==> config.mk <==
export PLATFORM = sky130hd
export DESIGN_NAME = seg_disp_arbiter
export DESIGN_NICKNAME = d
export VERILOG_FILES = /design/src/rtl/seg_pkg.sv /design/src/rtl/seg_disp_arbiter_rr_pick.sv /design/src/rtl/seg_disp_arbiter.sv
export SDC_FILE = /design/constraint.sdc
export NUM_CORES = 1
export LEC_CHECK = 0
export ABC_AREA = 1
export CAP_MARGIN = 20
export CORE_MARGIN = 1
export CORE_UTILIZATION = 45
export DETAILED_ROUTE_END_ITERATION = 10
export PLACE_DENSITY = 0.79
export SYNTH_ARGS = -nofsm -noshare
export SYNTH_HDL_FRONTEND = slang
export SYNTH_HIERARCHICAL = 1
export SYNTH_SLANG_ARGS = --single-unit
==> constraint.sdc <==
create_clock -name sys_clk -period 1.65 [get_ports sys_clk]
set_input_delay 0.2475 -clock sys_clk [delete_from_list [all_inputs] [get_ports sys_clk]]
set_output_delay 0.2475 -clock sys_clk [all_outputs]
set_load 0.01 [all_outputs]
==> src/rtl/seg_pkg.sv <==
// Shared definitions for the display arbiter: source count, FSM states and
// fixed source indices.
package seg_pkg;

  localparam int NUM_SRC   = 3;
  localparam int SRC_ALARM = 0;
  localparam int SRC_ONE   = 1;
  localparam int SRC_TWO   = 2;

  typedef enum logic [1:0] {
    ST_IDLE = 2'd0,
    ST_SHOW = 2'd1,
    ST_GAP  = 2'd2
  } state_e;

  // Converts a one-hot grant into the index the round-robin pointer stores.
  function automatic logic [1:0] onehot_to_idx(input logic [NUM_SRC-1:0] oh);
    logic [1:0] idx;
    idx = 2'd0;
    for (int i = 0; i < NUM_SRC; i++) begin
      if (oh[i]) idx = 2'(i);
    end
    return idx;
  endfunction

endpackage

==> src/rtl/seg_disp_arbiter_rr_pick.sv <==
// Combinational source picker: the alarm source always wins, otherwise
// sources 1 and 2 alternate starting after the last granted index.
module seg_rr_pick
  import seg_pkg::*;
(
  input  logic [NUM_SRC-1:0] req_i,
  input  logic [1:0]         ptr_i,
  output logic [NUM_SRC-1:0] gnt_o,
  output logic               valid_o
);

  always_comb begin
    gnt_o   = '0;
    valid_o = |req_i;
    if (req_i[SRC_ALARM]) begin
      gnt_o[SRC_ALARM] = 1'b1;
    end else if (ptr_i == 2'(SRC_ONE)) begin
      if (req_i[SRC_TWO])      gnt_o[SRC_TWO] = 1'b1;
      else if (req_i[SRC_ONE]) gnt_o[SRC_ONE] = 1'b1;
    end else begin
      if (req_i[SRC_ONE])      gnt_o[SRC_ONE] = 1'b1;
      else if (req_i[SRC_TWO]) gnt_o[SRC_TWO] = 1'b1;
    end
  end

endmodule

==> src/rtl/seg_disp_arbiter.sv <==
// Shares one 7-segment display between three sources: minimum dwell per
// owner, a blanking gap between owners, alarm preemption and optional blink.
module seg_disp_arbiter
  import seg_pkg::*;
#(
  parameter int unsigned HOLD_CYC  = 50_000_000,
  parameter int unsigned GAP_CYC   = 50_000,
  parameter int unsigned BLINK_CYC = 12_500_000
) (
  input  logic                sys_clk,
  input  logic                sys_rst,
  input  logic [NUM_SRC-1:0]  req,
  input  logic [15:0]         data0,
  input  logic [15:0]         data1,
  input  logic [15:0]         data2,
  input  logic [5:0]          point0,
  input  logic [5:0]          point1,
  input  logic [5:0]          point2,
  input  logic [NUM_SRC-1:0]  sign,
  input  logic [NUM_SRC-1:0]  blink,
  output logic [15:0]         disp_data,
  output logic [5:0]          disp_point,
  output logic                disp_sign,
  output logic                disp_seg_en,
  output logic [NUM_SRC-1:0]  grant
);

  localparam int HW = (HOLD_CYC  > 1) ? $clog2(HOLD_CYC)  : 1;
  localparam int GW = (GAP_CYC   > 1) ? $clog2(GAP_CYC)   : 1;
  localparam int BW = (BLINK_CYC > 1) ? $clog2(BLINK_CYC) : 1;

  state_e               state_q, state_d;
  logic [NUM_SRC-1:0]   grant_q, grant_d;
  logic [1:0]           ptr_q, ptr_d;
  logic [HW-1:0]        hold_q, hold_d;
  logic [GW-1:0]        gap_q, gap_d;
  logic [BW-1:0]        blink_q, blink_d;
  logic                 seg_en_q, seg_en_d;
  logic [15:0]          data_q, data_d;
  logic [5:0]           point_q, point_d;
  logic                 sign_q, sign_d;

  logic [NUM_SRC-1:0]   pick_gnt;
  logic                 pick_valid;
  logic                 owner_req, other_req, preempt, leave_show, take_grant;
  logic                 owner_blink;
  logic [15:0]          src_data;
  logic [5:0]           src_point;
  logic                 src_sign;

  seg_rr_pick u_pick (
    .req_i   (req),
    .ptr_i   (ptr_q),
    .gnt_o   (pick_gnt),
    .valid_o (pick_valid)
  );

  assign owner_req   = |(req & grant_q);
  assign other_req   = |(req & ~grant_q);
  assign preempt     = req[SRC_ALARM] & ~grant_q[SRC_ALARM];
  assign owner_blink = |(blink & grant_q);
  // Owner drop and preemption ignore the dwell counter.
  assign leave_show  = !owner_req || ((hold_q == '0) && other_req) || preempt;
  assign take_grant  = pick_valid &&
                       ((state_q == ST_IDLE) || ((state_q == ST_GAP) && (gap_q == '0)));

  always_comb begin
    src_data  = data0;
    src_point = point0;
    src_sign  = sign[SRC_ALARM];
    if (grant_q[SRC_ONE]) begin
      src_data  = data1;
      src_point = point1;
      src_sign  = sign[SRC_ONE];
    end else if (grant_q[SRC_TWO]) begin
      src_data  = data2;
      src_point = point2;
      src_sign  = sign[SRC_TWO];
    end
  end

  always_ff @(posedge sys_clk) begin
    if (sys_rst) begin
      state_q  <= ST_IDLE;
      grant_q  <= '0;
      ptr_q    <= 2'(SRC_TWO);
      hold_q   <= '0;
      gap_q    <= '0;
      blink_q  <= '0;
      seg_en_q <= 1'b0;
      data_q   <= '0;
      point_q  <= '0;
      sign_q   <= 1'b0;
    end else begin
      state_q  <= state_d;
      grant_q  <= grant_d;
      ptr_q    <= ptr_d;
      hold_q   <= hold_d;
      gap_q    <= gap_d;
      blink_q  <= blink_d;
      seg_en_q <= seg_en_d;
      data_q   <= data_d;
      point_q  <= point_d;
      sign_q   <= sign_d;
    end
  end

  always_comb begin
    state_d = state_q;
    case (state_q)
      ST_IDLE: if (pick_valid) state_d = ST_SHOW;
      ST_SHOW: if (leave_show) state_d = ST_GAP;
      ST_GAP:  if (gap_q == '0) state_d = pick_valid ? ST_SHOW : ST_IDLE;
      default: state_d = ST_IDLE;
    endcase
  end

  always_comb begin
    grant_d  = grant_q;
    ptr_d    = ptr_q;
    hold_d   = hold_q;
    gap_d    = gap_q;
    blink_d  = blink_q;
    seg_en_d = seg_en_q;
    data_d   = data_q;
    point_d  = point_q;
    sign_d   = sign_q;
    case (state_q)
      ST_SHOW: begin
        data_d  = src_data;
        point_d = src_point;
        sign_d  = src_sign;
        if (leave_show) begin
          grant_d  = '0;
          seg_en_d = 1'b0;
          gap_d    = GW'(GAP_CYC - 1);
        end else begin
          if (hold_q != '0) hold_d = hold_q - HW'(1);
          // Blink phase restarts whenever the owner's blink is off.
          if (owner_blink) begin
            if (blink_q == '0) begin
              seg_en_d = ~seg_en_q;
              blink_d  = BW'(BLINK_CYC - 1);
            end else begin
              blink_d  = blink_q - BW'(1);
            end
          end else begin
            seg_en_d = 1'b1;
            blink_d  = BW'(BLINK_CYC - 1);
          end
        end
      end
      ST_IDLE, ST_GAP: begin
        if (take_grant) begin
          grant_d  = pick_gnt;
          ptr_d    = onehot_to_idx(pick_gnt);
          hold_d   = HW'(HOLD_CYC - 1);
          blink_d  = BW'(BLINK_CYC - 1);
          seg_en_d = 1'b1;
        end else if ((state_q == ST_GAP) && (gap_q != '0)) begin
          gap_d = gap_q - GW'(1);
        end
      end
      default: begin
        grant_d  = '0;
        seg_en_d = 1'b0;
      end
    endcase
  end

  assign disp_data   = data_q;
  assign disp_point  = point_q;
  assign disp_sign   = sign_q;
  assign disp_seg_en = seg_en_q;
  assign grant       = grant_q;

endmodule

==> out/metrics.cfg <==
[run_status]
status=finished with violations
violations=DRC, setup timing

[synth]
synthCells=982
syn_nets=1065
synthArstFlopShare=0
synth_top_area_frac=0.3055
yosysTopAreaCell=dfxtp_1
synth.distinct_cells=36
synth-seq-cells=97
syn_avg_cell_area_um2=6.474
yosys_warnings=6
synth_ff_type=dfxtp_1
seq_area_frac_synth=0.3055
ys_top_cells_by_area=dfxtp_1 31%, nand2_1 15%, nor2_1 8.4%, nand3_1 5.7%, nand4_1 4.3%
synth_area_um2=6357
synth_edf_count=0

[pwr]
p_int_uw=10330
peakVddDrop_mv=0.7732
p_sw_uw=8865
sw_frac_of_total=0.4619
powerDensity_nw_per_um2=2024
power_uw=19190
leakage_uw=0.003997
clockPowerShare=0.107
combPwrFrac=0.696
seqPwrFrac=0.198

[clocking]
root_buffer=clkbuf_16
htreeDepth=3
cts_tree=yes
path_clk_slew_ns=0.07
cts_sinks=97
cts_made_buffers=9
cts.path.max_buffers=2
clock_latency_ns=0.36

[routing]
wl_per_cell_um=15.89
first_pass_iters=9
via_per_inst=5.584
detail-route-antenna-nets=0
num_vias=7717
drc=1
wirelength_um=21960
drt_iter0_markers=773

[cells_and_area]
most-common-layout-cells=230 x nand2_1, 126 x buf_4, 115 x nor2_1
fin_util=0.6856
instances_no_fill=1382
mostFrequentLayoutCell=nand2_1
syn2layout_area_growth_pct=49.12
nets=1281
diodes=0
drive_gt1_frac=0.2928

[global_routing]
grt_pass1_vias=6813
grt_max_degree=47
top_usage_layer=met2
gr-usage-met1=0.3326
met2_usage=0.4586
globalRouteTotalUtil=0.2728
grt_overflow=0
grt_pass1_wl_um=32010
antenna_found_initial=0
use_met3=0.06203

[timing]
rsz0062_at_grt=true
slew_viol_final=0
period_share=1.137
final-setup-viol-count=71
tns_ns=-5.744
fin_worst_skew_ns=0.009406
slew_headroom=0.6621
postLayoutSetupSlackWorst_ns=-0.2258
final_hold_viol_count=0
period_needed_ns=1.876
worst_slew_pin_slew_ns=0.5068
max_freq_mhz=533.1

[critical_path]
crit_path_max_incr_delay_ns=0.34
crit_required_ns=1.92
critPathSlowestCell=dfxtp_1
crit_path_cell_trace=nor2_2 > nand2_2 > nor2_4 > nand4_4 > nand3_4 > nand2_8 > inv_8 > clkbuf_16 > nand2_1 > a21oi_1
path_buf_inv=2
path_max_fanout=6
critical_path_class=reg2reg
crit_family=simple AND/OR/NAND/NOR gates
start_kind=register
cp-end-kind=register
arrival_ns=2.15

[place]
dp_cells=1343
gp_congestion=0.9146
port_buffers=103
dp_slack_ns=-0.2207
hpwl_um=13400

[run]
timing.max_cap.violations=0

[floorplan]
boundaryPins=104
start_util=0.4598
die_h_um=120.9
core_um2=13830
rows=43
die-area_um2=14610
die_w_um=120.9

[hold_path]
min_path_type=in2reg

## power by group through the flow
| stage | combinational (µW) | sequential, µW | clock [µW] |
|---|---|---|---|
| 2_1_floorplan | 6470 | 3860 | 0 |
| 3_3_place_gp | 10300 | 3680 | 0 |
| 3_5_place_dp | 10500 | 3700 | 0 |
| 4_1_cts | 11400 | 3710 | 2060 |
| 5_1_grt | 14300 | 3880 | 2180 |
| 6_report | 13300 | 3800 | 2050 |
## per-stage QoR
step	area, µm²	hold WS, ns
finish	9480	0.2439
global route	9480	0.2598
CTS	8942	0.2393
detailed placement	8376	0.4603
global placement	8376	0.4604
floorplan	6357	0.4098
## synthesized netlist by cell type, types with 23 or more instances
cell type  count
nand2_1      253
nor2_1       143
dfxtp_1       97
nand3_1       73
a21oi_1       51
inv_1         48
nand4_1       44
o21ai_0       36
clkbuf_1      30
or2_2         28
a31oi_1       23
o211ai_1      23
## tightest hold or removal path: cells and delay by family
kind | cells | cell delay, ns
compound gates | 2 | 0.13
buf+inv | 2 | 0.19
## path summary, 6_finish.rpt
| check | startpoint | end | slack (ns) | cells past startpoint |
|---|---|---|---|---|
| setup / recovery | hold_q[6] | blink_q[3] | -0.23 | 10 |
| hold reg to reg | blink_q[1] | blink_q[1] | 0.50 | 2 |
| hold / removal | sys_rst | disp_point[5] | 0.24 | 4 |
| setup reg to reg | hold_q[6] | blink_q[3] | -0.23 | 10 |
## layer usage
metal,vias up,wire length (µm)
met4,0,953
met5,-,0
met1,3465,8479
li1,3701,-
met3,93,1958
met2,458,10570
## final cells by class
| cell class | count | area (µm²) |
|---|---|---|
| clock inverter | 4 | 27.53 |
| timing repair buffer | 256 | 2477 |
| sequential | 97 | 1961 |
| multi-input combinational | 781 | 4325 |
| fill | 1039 | 4347 |
| tap | 180 | 225.2 |
| inverter | 53 | 211.5 |
| clock buffer | 11 | 252.7 |
## timing repair
item	4_1_cts	5_1_grt
pin swaps	11	37
resized for setup	53	96
cloned	4	7
setup buffers	7	6
hold buffers	0	0
endpoints found under the setup margin	73	74
## flip-flops by register name (all words and copies together), names as in the netlist
name	cells
disp_sign	1
grant	3
hold_q	26
state_q	2
ptr_q	2
blink_q	24
disp_point	6
gap_q	16
disp_seg_en	1
disp_data	16
## kinds of logic (layout without fill, tap and decap cells)
family | count (synthesis) | after routing | synth area share
AOI/OAI and AO/OA | 156 | 156 | 0.1488
adders and majority gates | 6 | 6 | 0.01181
and+or+nand+nor | 592 | 592 | 0.4220
xor gates and xnor gates | 27 | 27 | 0.03720
buffers and inverters | 104 | 324 | 0.07479
DFF | 97 | 97 | 0.3055
(Power assumes the default switching activity.)
